**config.mk**
```make
export PLATFORM = sky130hd
export DESIGN_NAME = bridge_flat
export DESIGN_NICKNAME = d
export VERILOG_FILES = /design/src/rtl/bridge_if.sv /design/src/rtl/bridge.sv /design/src/flat_wrapper.sv
export SDC_FILE = /design/constraint.sdc
export NUM_CORES = 1
export LEC_CHECK = 0
export CAP_MARGIN = 5
export CORE_MARGIN = 4
export CORE_UTILIZATION = 40
export DETAILED_ROUTE_END_ITERATION = 7
export PLACE_DENSITY = 0.8
export SYNTH_ARGS = -nofsm -noshare
export SYNTH_HDL_FRONTEND = slang
export SYNTH_SLANG_ARGS = --single-unit
```
**constraint.sdc**
```tcl
create_clock -name clk -period 3 [get_ports clk]
set_input_delay 0.9 -clock clk [delete_from_list [all_inputs] [get_ports clk]]
set_output_delay 0.9 -clock clk [all_outputs]
set_load 0.1 [all_outputs]
```
**src/rtl/bridge_if.sv**
```systemverilog
// CPU-side M-stage access bundle for the device bridge.
// master = pipeline, slave = bridge.
interface bridge_if;
    logic [31:0] cpu_addr;
    logic [31:0] cpu_write_data;
    logic        dev_write_enable;
    logic [2:0]  dm_mode;
    logic        bridge_stop;
    logic [31:0] cpu_read_result;
    logic        bridge_valid;

    modport master (
        output cpu_addr,
        output cpu_write_data,
        output dev_write_enable,
        output dm_mode,
        output bridge_stop,
        input  cpu_read_result,
        input  bridge_valid
    );

    modport slave (
        input  cpu_addr,
        input  cpu_write_data,
        input  dev_write_enable,
        input  dm_mode,
        input  bridge_stop,
        output cpu_read_result,
        output bridge_valid
    );
endinterface

```
**src/rtl/bridge.sv**
```systemverilog
// M-stage bridge to two word-wide devices with timeout,
// plus interrupt staging toward CP0.
module bridge #(
    parameter logic [31:0] DEV0_BASE = 32'h0000_7F00,
    parameter logic [31:0] DEV1_BASE = 32'h0000_7F10,
    parameter logic [2:0]  WORD_MODE = 3'd3,
    parameter int          TIMEOUT   = 15
) (
    input  logic        clk,
    input  logic        rst,
    bridge_if.slave     cpu,
    output logic [5:0]  hwirq,
    output logic        bus_err,
    output logic [1:0]  dev_addr,
    output logic [31:0] dev_wdata,
    output logic        dev_we,
    output logic        dev0_sel,
    output logic        dev1_sel,
    input  logic        dev0_ack,
    input  logic        dev1_ack,
    input  logic [31:0] dev0_rdata,
    input  logic [31:0] dev1_rdata,
    input  logic [1:0]  dev_irq,
    input  logic [3:0]  ext_irq
);
    typedef enum logic [1:0] {
        IDLE = 2'd0,
        REQ  = 2'd1,
        DONE = 2'd2
    } state_t;

    state_t      state_q, state_n;
    logic [3:0]  cnt_q, cnt_n;
    logic [31:0] data_q, data_n;
    logic        err_q, err_n;
    logic        tgt_q, tgt_n;
    logic [1:0]  addr_q, addr_n;
    logic [31:0] wdata_q, wdata_n;
    logic        we_q, we_n;

    logic        hit0, hit1, dev_access;
    logic        ack_sel;
    logic [31:0] rdata_sel;
    logic [1:0]  dirq_q;
    logic [3:0]  ext_s1, ext_s2;
    logic        unused_bits;

    assign hit0 = cpu.cpu_addr[31:4] == DEV0_BASE[31:4];
    assign hit1 = cpu.cpu_addr[31:4] == DEV1_BASE[31:4];
    assign dev_access = (cpu.dm_mode != 3'd0) && (hit0 || hit1);

    assign ack_sel   = tgt_q ? dev1_ack : dev0_ack;
    assign rdata_sel = tgt_q ? dev1_rdata : dev0_rdata;
    assign unused_bits = ^{cpu.cpu_addr[1:0]};

    always_comb begin
        state_n = state_q;
        cnt_n   = cnt_q;
        data_n  = data_q;
        err_n   = 1'b0;
        tgt_n   = tgt_q;
        addr_n  = addr_q;
        wdata_n = wdata_q;
        we_n    = we_q;
        unique case (state_q)
            IDLE: begin
                if (!cpu.bridge_stop && dev_access) begin
                    if (cpu.dm_mode == WORD_MODE) begin
                        state_n = REQ;
                        cnt_n   = 4'd0;
                        tgt_n   = !hit0;
                        addr_n  = cpu.cpu_addr[3:2];
                        wdata_n = cpu.cpu_write_data;
                        we_n    = cpu.dev_write_enable;
                    end else begin
                        // Sub-word device accesses complete without a bus cycle
                        state_n = DONE;
                        data_n  = 32'd0;
                        we_n    = 1'b0;
                    end
                end
            end
            REQ: begin
                if (cpu.bridge_stop) begin
                    state_n = IDLE;
                    cnt_n   = 4'd0;
                end else if (ack_sel) begin
                    state_n = DONE;
                    cnt_n   = 4'd0;
                    data_n  = we_q ? 32'd0 : rdata_sel;
                end else if (cnt_q == 4'(TIMEOUT - 1)) begin
                    state_n = DONE;
                    cnt_n   = 4'd0;
                    data_n  = 32'd0;
                    err_n   = 1'b1;
                end else begin
                    cnt_n = cnt_q + 4'd1;
                end
            end
            DONE: begin
                state_n = IDLE;
            end
            default: begin
                state_n = IDLE;
            end
        endcase
    end

    always_ff @(posedge clk) begin
        if (rst) begin
            state_q <= IDLE;
            cnt_q   <= 4'd0;
            data_q  <= 32'd0;
            err_q   <= 1'b0;
            tgt_q   <= 1'b0;
            addr_q  <= 2'd0;
            wdata_q <= 32'd0;
            we_q    <= 1'b0;
        end else begin
            state_q <= state_n;
            cnt_q   <= cnt_n;
            data_q  <= data_n;
            err_q   <= err_n;
            tgt_q   <= tgt_n;
            addr_q  <= addr_n;
            wdata_q <= wdata_n;
            we_q    <= we_n;
        end
    end

    always_ff @(posedge clk) begin
        if (rst) begin
            dirq_q <= 2'd0;
            ext_s1 <= 4'd0;
            ext_s2 <= 4'd0;
        end else begin
            dirq_q <= dev_irq;
            ext_s1 <= ext_irq;
            ext_s2 <= ext_s1;
        end
    end

    // Outputs are gated by rst so the reset cycle itself looks idle
    always_comb begin
        dev0_sel            = 1'b0;
        dev1_sel            = 1'b0;
        dev_we              = 1'b0;
        bus_err             = 1'b0;
        cpu.cpu_read_result = 32'd0;
        cpu.bridge_valid    = !dev_access;
        hwirq               = 6'd0;
        if (!rst) begin
            hwirq = {ext_s2, dirq_q};
            unique case (state_q)
                IDLE: begin
                    cpu.bridge_valid = !dev_access;
                end
                REQ: begin
                    dev0_sel         = !tgt_q;
                    dev1_sel         = tgt_q;
                    dev_we           = we_q;
                    cpu.bridge_valid = cpu.bridge_stop;
                end
                DONE: begin
                    bus_err             = err_q;
                    cpu.cpu_read_result = data_q;
                    cpu.bridge_valid    = 1'b1;
                end
                default: begin
                    cpu.bridge_valid = 1'b1;
                end
            endcase
        end
    end

    assign dev_addr  = addr_q;
    assign dev_wdata = wdata_q;
endmodule

```
**src/flat_wrapper.sv**
```systemverilog
// flat-port wrapper written by rule: the top's interface ports become plain ports
module bridge_flat 
#(
    parameter logic [31:0] DEV0_BASE = 32'h0000_7F00,
    parameter logic [31:0] DEV1_BASE = 32'h0000_7F10,
    parameter logic [2:0]  WORD_MODE = 3'd3,
    parameter int          TIMEOUT   = 15
)
  (clk, rst, hwirq, bus_err, dev_addr, dev_wdata, dev_we, dev0_sel, dev1_sel, dev0_ack, dev1_ack, dev0_rdata, dev1_rdata, dev_irq, ext_irq, cpu_cpu_addr, cpu_cpu_write_data, cpu_dev_write_enable, cpu_dm_mode, cpu_bridge_stop, cpu_cpu_read_result, cpu_bridge_valid);
  bridge_if cpu_i ();
  input  logic clk;
  input  logic rst;
  output logic [5:0] hwirq;
  output logic bus_err;
  output logic [1:0] dev_addr;
  output logic [31:0] dev_wdata;
  output logic dev_we;
  output logic dev0_sel;
  output logic dev1_sel;
  input  logic dev0_ack;
  input  logic dev1_ack;
  input  logic [31:0] dev0_rdata;
  input  logic [31:0] dev1_rdata;
  input  logic [1:0] dev_irq;
  input  logic [3:0] ext_irq;
  input wire logic [$bits(cpu_i.cpu_addr)-1:0] cpu_cpu_addr;
  input wire logic [$bits(cpu_i.cpu_write_data)-1:0] cpu_cpu_write_data;
  input wire logic [$bits(cpu_i.dev_write_enable)-1:0] cpu_dev_write_enable;
  input wire logic [$bits(cpu_i.dm_mode)-1:0] cpu_dm_mode;
  input wire logic [$bits(cpu_i.bridge_stop)-1:0] cpu_bridge_stop;
  output wire logic [$bits(cpu_i.cpu_read_result)-1:0] cpu_cpu_read_result;
  output wire logic [$bits(cpu_i.bridge_valid)-1:0] cpu_bridge_valid;
  assign cpu_i.cpu_addr = cpu_cpu_addr;
  assign cpu_i.cpu_write_data = cpu_cpu_write_data;
  assign cpu_i.dev_write_enable = cpu_dev_write_enable;
  assign cpu_i.dm_mode = cpu_dm_mode;
  assign cpu_i.bridge_stop = cpu_bridge_stop;
  assign cpu_cpu_read_result = cpu_i.cpu_read_result;
  assign cpu_bridge_valid = cpu_i.bridge_valid;
  bridge #(.DEV0_BASE(DEV0_BASE), .DEV1_BASE(DEV1_BASE), .WORD_MODE(WORD_MODE), .TIMEOUT(TIMEOUT)) u_core (.clk(clk), .rst(rst), .cpu(cpu_i), .hwirq(hwirq), .bus_err(bus_err), .dev_addr(dev_addr), .dev_wdata(dev_wdata), .dev_we(dev_we), .dev0_sel(dev0_sel), .dev1_sel(dev1_sel), .dev0_ack(dev0_ack), .dev1_ack(dev1_ack), .dev0_rdata(dev0_rdata), .dev1_rdata(dev1_rdata), .dev_irq(dev_irq), .ext_irq(ext_irq));
endmodule
```
After elaboration in Yosys (flattened, before gate mapping)
Cells that the tools add are included.
- $add $sub $neg: 1
- equal/unequal tests: 12
- mux-type cells: 36
- bitwise gates (word level): 1
- reduce and logical (&&, ||, !) cells: 16
- operator list (operator ; number):
    2-to-1 mux 32 bit ; 9
    one-hot mux 32 bit (2 select lines) ; 1
    equality test 28 x 11 -> 1 bit (second input constant) ; 2
    2-to-1 mux 4 bit ; 5
    2-to-1 mux 1 bit ; 12
    2-to-1 mux 2 bit ; 5
    one-hot mux 4 bit (2 select lines) ; 1
    2-to-1 mux 6 bit ; 1
    AND reduction 3 bit ; 2
    AND reduction 5 bit ; 1
    adder 4 x 1 -> 4 bit (second input constant) ; 1
    equality test 4 bit (second input constant) ; 1
    zero test 1 bit ; 4
    != test 2 x 1 -> 1 bit (second input constant) ; 2
    != test 2 bit (second input constant) ; 2
    != test 4 x 2 -> 1 bit (second input constant) ; 1
    one-hot mux 2 bit (2 select lines) ; 1
    AND reduction 2 bit ; 2
    OR reduction 4 bit ; 1
    equality test 3 x 2 -> 1 bit (second input constant) ; 1
    != test 3 x 1 -> 1 bit (second input constant) ; 1
    nonzero test 3 bit ; 1
    equality test 2 x 1 -> 1 bit (second input constant) ; 1
    equality test 2 bit (second input constant) ; 1
    other kinds (6) ; 7
- register bits after elaboration: 85
- input port bits: 143
- output and inout port bits: 77
- word-level logic and storage cells: 77

Longest topological paths before layout
- depth after elaboration: 6
- depth in mapped cells: 8
- mapped depth without buffers: 7

Worst setup path after synthesis
Ideal clock, no wire load.
- kind: in2out
- start point: in rst
- end point: out dev0_sel
- arrival time: 3.552 ns
- required time: 2.100 ns
- setup slack: -1.452 ns
- cell stages on the path: 4
- path buffers: 3
- cells stage by stage: buf_2 buf_1 buf_1 nor3_1
- cells in the longest elaborated chain, start to end: 1
- ends and longest elaborated chain (element ; RTL line ; source):
    start, declared ; flat_wrapper.sv:12 ; input logic rst;
    2-to-1 mux 1 bit ; bridge.sv:152 ; if (!rst) begin
    end, declared ; flat_wrapper.sv:18 ; output logic dev0_sel;
Every way passes these cells.

Worst setup path in the final report
- start point: in cpu_cpu_addr[29]
- end point: out cpu_bridge_valid
- cells in the longest elaborated chain, start to end: 6
- elaborated cells between the ends (all ways): 7
- classes of those cells: eq/ne (2); mux (2); reduce/logical (3)
- ends and longest elaborated chain (element ; RTL line ; source):
    start, declared ; flat_wrapper.sv:26 ; input wire logic [$bits(cpu_i.cpu_addr)-1:0] cpu_cpu_addr;
    equality test 28 x 11 -> 1 bit (on tied branches) ; bridge.sv:48, bridge.sv:49 ;
    logical OR 1 bit (*) ; bridge.sv:50 ; assign dev_access = (cpu.dm_mode != 3'd0) && (hit0 || hit1);
    logical AND 1 bit (*) ; bridge.sv:50 ;
    zero test 1 bit (*) ; bridge.sv:150, bridge.sv:156 ;
    one-hot mux 1 bit (2 select lines) ; bridge.sv:154 ; unique case (state_q)
    2-to-1 mux 1 bit (*) ; bridge.sv:152 ;
    end, declared ; flat_wrapper.sv:32 ; output wire logic [$bits(cpu_i.bridge_valid)-1:0] cpu_bridge_valid;
Every way passes the cells marked *; elsewhere a longest branch is shown, timed or not.

==> impl_metrics.ini <==
[run_status]
status = finished with violations
violations = setup timing

[routing]
drt_iter0_markers = 83
firstDrtPassIters = 4
wire_per_inst_um = 15.6
viasPerCell = 4.81
routed_wl_um = 12300
drc_errors = 0
vias = 3787
ant_nets = 0

[global_routing]
grt_usage = 0.199
grt_pass1_vias = 3879
grt_max_degree = 42
grt_pass1_wl_um = 18500
antenna_found_initial = 0
grt-ovfl-total = 0

[power_and_ir_drop]
p_clk_frac = 0.341
p_int_uw = 1670
power_uw = 2150
power.share.sequential = 0.528
combPwrFrac = 0.131
p_leak_uw = 0.00288
power_density_nw_per_um2 = 301
switchingPower_uw = 483
max-vdd-ir-drop_uv = 259
switching_share = 0.225

[worst_setup_path]
worstPathMaxFanout = 2
cp_cell_sequence = buf_6, or3_4, or2_4, nor3_4, mux2i_2, a2bb2oi_4, buf_12
r2r_slack_ns = 0.84
cp_slowest_cell = or3_4
arrival_ns = 2.28
r2r-start = u_core.tgt_q
crit_type = in -> out
rr_worst_depth = 6
start_kind = primary input
worstSetupEndpointType = output pin
reg2reg_to = u_core.data_q[14]
cp_slowest_stage_delay_ns = 0.38
required_ns = 2.10

[layout]
areaGrowthSynthToFinish_pct = 72.0
multi_input_area_um2 = 2400
final_nets = 795
final_common_cell = clkdlybuf4s50_1
diodes = 0
final_cells = 788
layout_common_cells = clkdlybuf4s50_1 (109), dfxtp_1 (84), nor2_1 (77)
drive_gt1_frac = 0.289
final_cell_area_um2 = 7140
seq_area_um2 = 1700
nFillCells = 721
final_core_util = 0.717

[sta]
period_share = 1.06
skew_ns = 0.00634
fin_crit_ns = 3.18
rsz0062_at_grt = yes
timing.final.hold_violations = 0
drv_slew = 0
setup_violations = 1
tightest_slew_ns = 0.545
slew_headroom = 0.636
worst_slack_ns = -0.182
max_freq_mhz = 314

[synthesis]
ys_async_sr_fraction = 0
synth_fp_nets = 573
synth_edf_count = 0
syn_area_um2 = 4150
synth_cell_type_count = 47
yosys.area.top_type_share = 0.410
yosys.area.top_type = dfxtp_1
synth-seq-cells = 85
syn-instance-count = 428
synthTopCellsByArea = dfxtp_1 (41%), mux2i_1 (16%), nor2b_1 (7.4%)
synthFlopType = dfxtp_1
syn_area_per_cell_um2 = 9.70
yosysWarnings = 0
yosysSeqAreaShare = 0.410

[place]
dpl_worst_slack_ns = -0.486
place_inst = 770
place.gp.congestion = 0.788
portBuffers = 217
hpwl_um = 9880
placed_cell_area_um2 = 6940

[floorplanning]
ios = 220
die_x_um = 110
coreArea_um2 = 9950
die_y_um = 110
start_util = 0.417
die_area_um2 = 12100
rows = 36

[hold_path]
hold_class = reg -> reg
hold_path_end = u_core.ext_s2[1]
min_from = u_core.ext_s1[1]
hold_depth = 1

[flow_run]
maxCapViolations = 0

[clocking]
cts.sinks = 85
path_clk_slew_ns = 0.08
clock_latency_ns = 0.36
cts_tree = done
clockRootBuffer = clkbuf_8
ctsHoldBuffers = 0
numCtsBuffers = 9
clock_path_buffers = 2
htree_levels = 3
## kinds of logic after synthesis
group / count (synthesis) / synth area share
xor gates and xnor gates: 1 / 0.00211
DFF: 85 / 0.410
buffers and inverters: 31 / 0.0476
AOI/OAI and AO/OA: 16 / 0.0283
muxes: 100 / 0.251
adders and majority gates: 2 / 0.00603
and+or+nand+nor: 193 / 0.255
## power groups by stage
stage | Combinational (uW) | Clock (uW) | Sequential (uW)
floorplan | 70.6 | 0 | 1160
global placement | 285 | 0 | 1160
detailed placement | 288 | 0 | 1160
CTS | 283 | 754 | 1130
global route | 298 | 802 | 1140
finish | 281 | 733 | 1130
## critical path: cells and delay by family
kind | cells | cell delay, ns
compound gates | 1 | 0.17
buf+inv | 2 | 0.27
mux | 1 | 0.11
simple gates | 3 | 0.82
## final cells by class
type | instances | share of cell area
multi-input combinational | 312 | 0.337
timing repair buffer | 239 | 0.376
sequential | 85 | 0.238
tap | 133 | 0.0233
inverter | 3 | 0.00158
clock buffer | 15 | 0.0233
clock inverter | 1 | 0.000701
## flip-flops by register name (all words and copies together) (netlist names), 2 cells and up
register	cells
u_core.data_q	32
u_core.dirq_q	2
u_core.ext_s1	4
u_core.state_q	2
u_core.dev_wdata	32
u_core.dev_addr	2
u_core.ext_s2	4
u_core.cnt_q	4
## worst max-delay path by stage
stage / start / to / slack, ns / cells after the start
floorplan: rst / hwirq[0] / -0.24 / 4
global placement: cpu_cpu_addr[21] / cpu_bridge_valid / -0.47 / 7
detailed placement: cpu_cpu_addr[27] / cpu_bridge_valid / -0.49 / 7
CTS: cpu_cpu_addr[29] / cpu_bridge_valid / -0.24 / 7
global route: cpu_cpu_addr[29] / cpu_bridge_valid / -0.22 / 7
finish: cpu_cpu_addr[29] / cpu_bridge_valid / -0.18 / 7
## synth_stat cells (3+ instances only)
cell type / instances
dfxtp_1: 85
mux2_2: 18
mux2i_1: 67
mux2_1: 15
buf_1: 8
buf_6: 4
buf_12: 3
nor2b_1: 49
clkbuf_1: 11
and2_1: 35
nor2_1: 77
nor3_1: 6
inv_1: 3
nand2_1: 6
a21oi_1: 4
## repair_timing
item / CTS / global route
resized for setup: 44 / 6
endpoints found under the setup margin: 1 / 1
pin swaps: 11 / 7
setup buffers: 2 / 0
## stage by stage
stage,hold WS [ns],setup TNS (ns)
after floorplan,0.414,-1.74
after global placement,0.417,-5.08
after detailed placement,0.428,-5.77
after CTS,0.446,-0.239
after global routing,0.460,-0.225
final,0.443,-0.182
## layer usage
layer | up-vias | GRT usage | part of all wire
li1 | 1876 | - | -
met1 | 1732 | 0.213 | 0.39
met2 | 159 | 0.356 | 0.49
met3 | 20 | 0.0640 | 0.10
met4 | 0 | 0.0890 | 0.020
met5 | - | 0 | 0
Power figures use the tool's default switching activity.
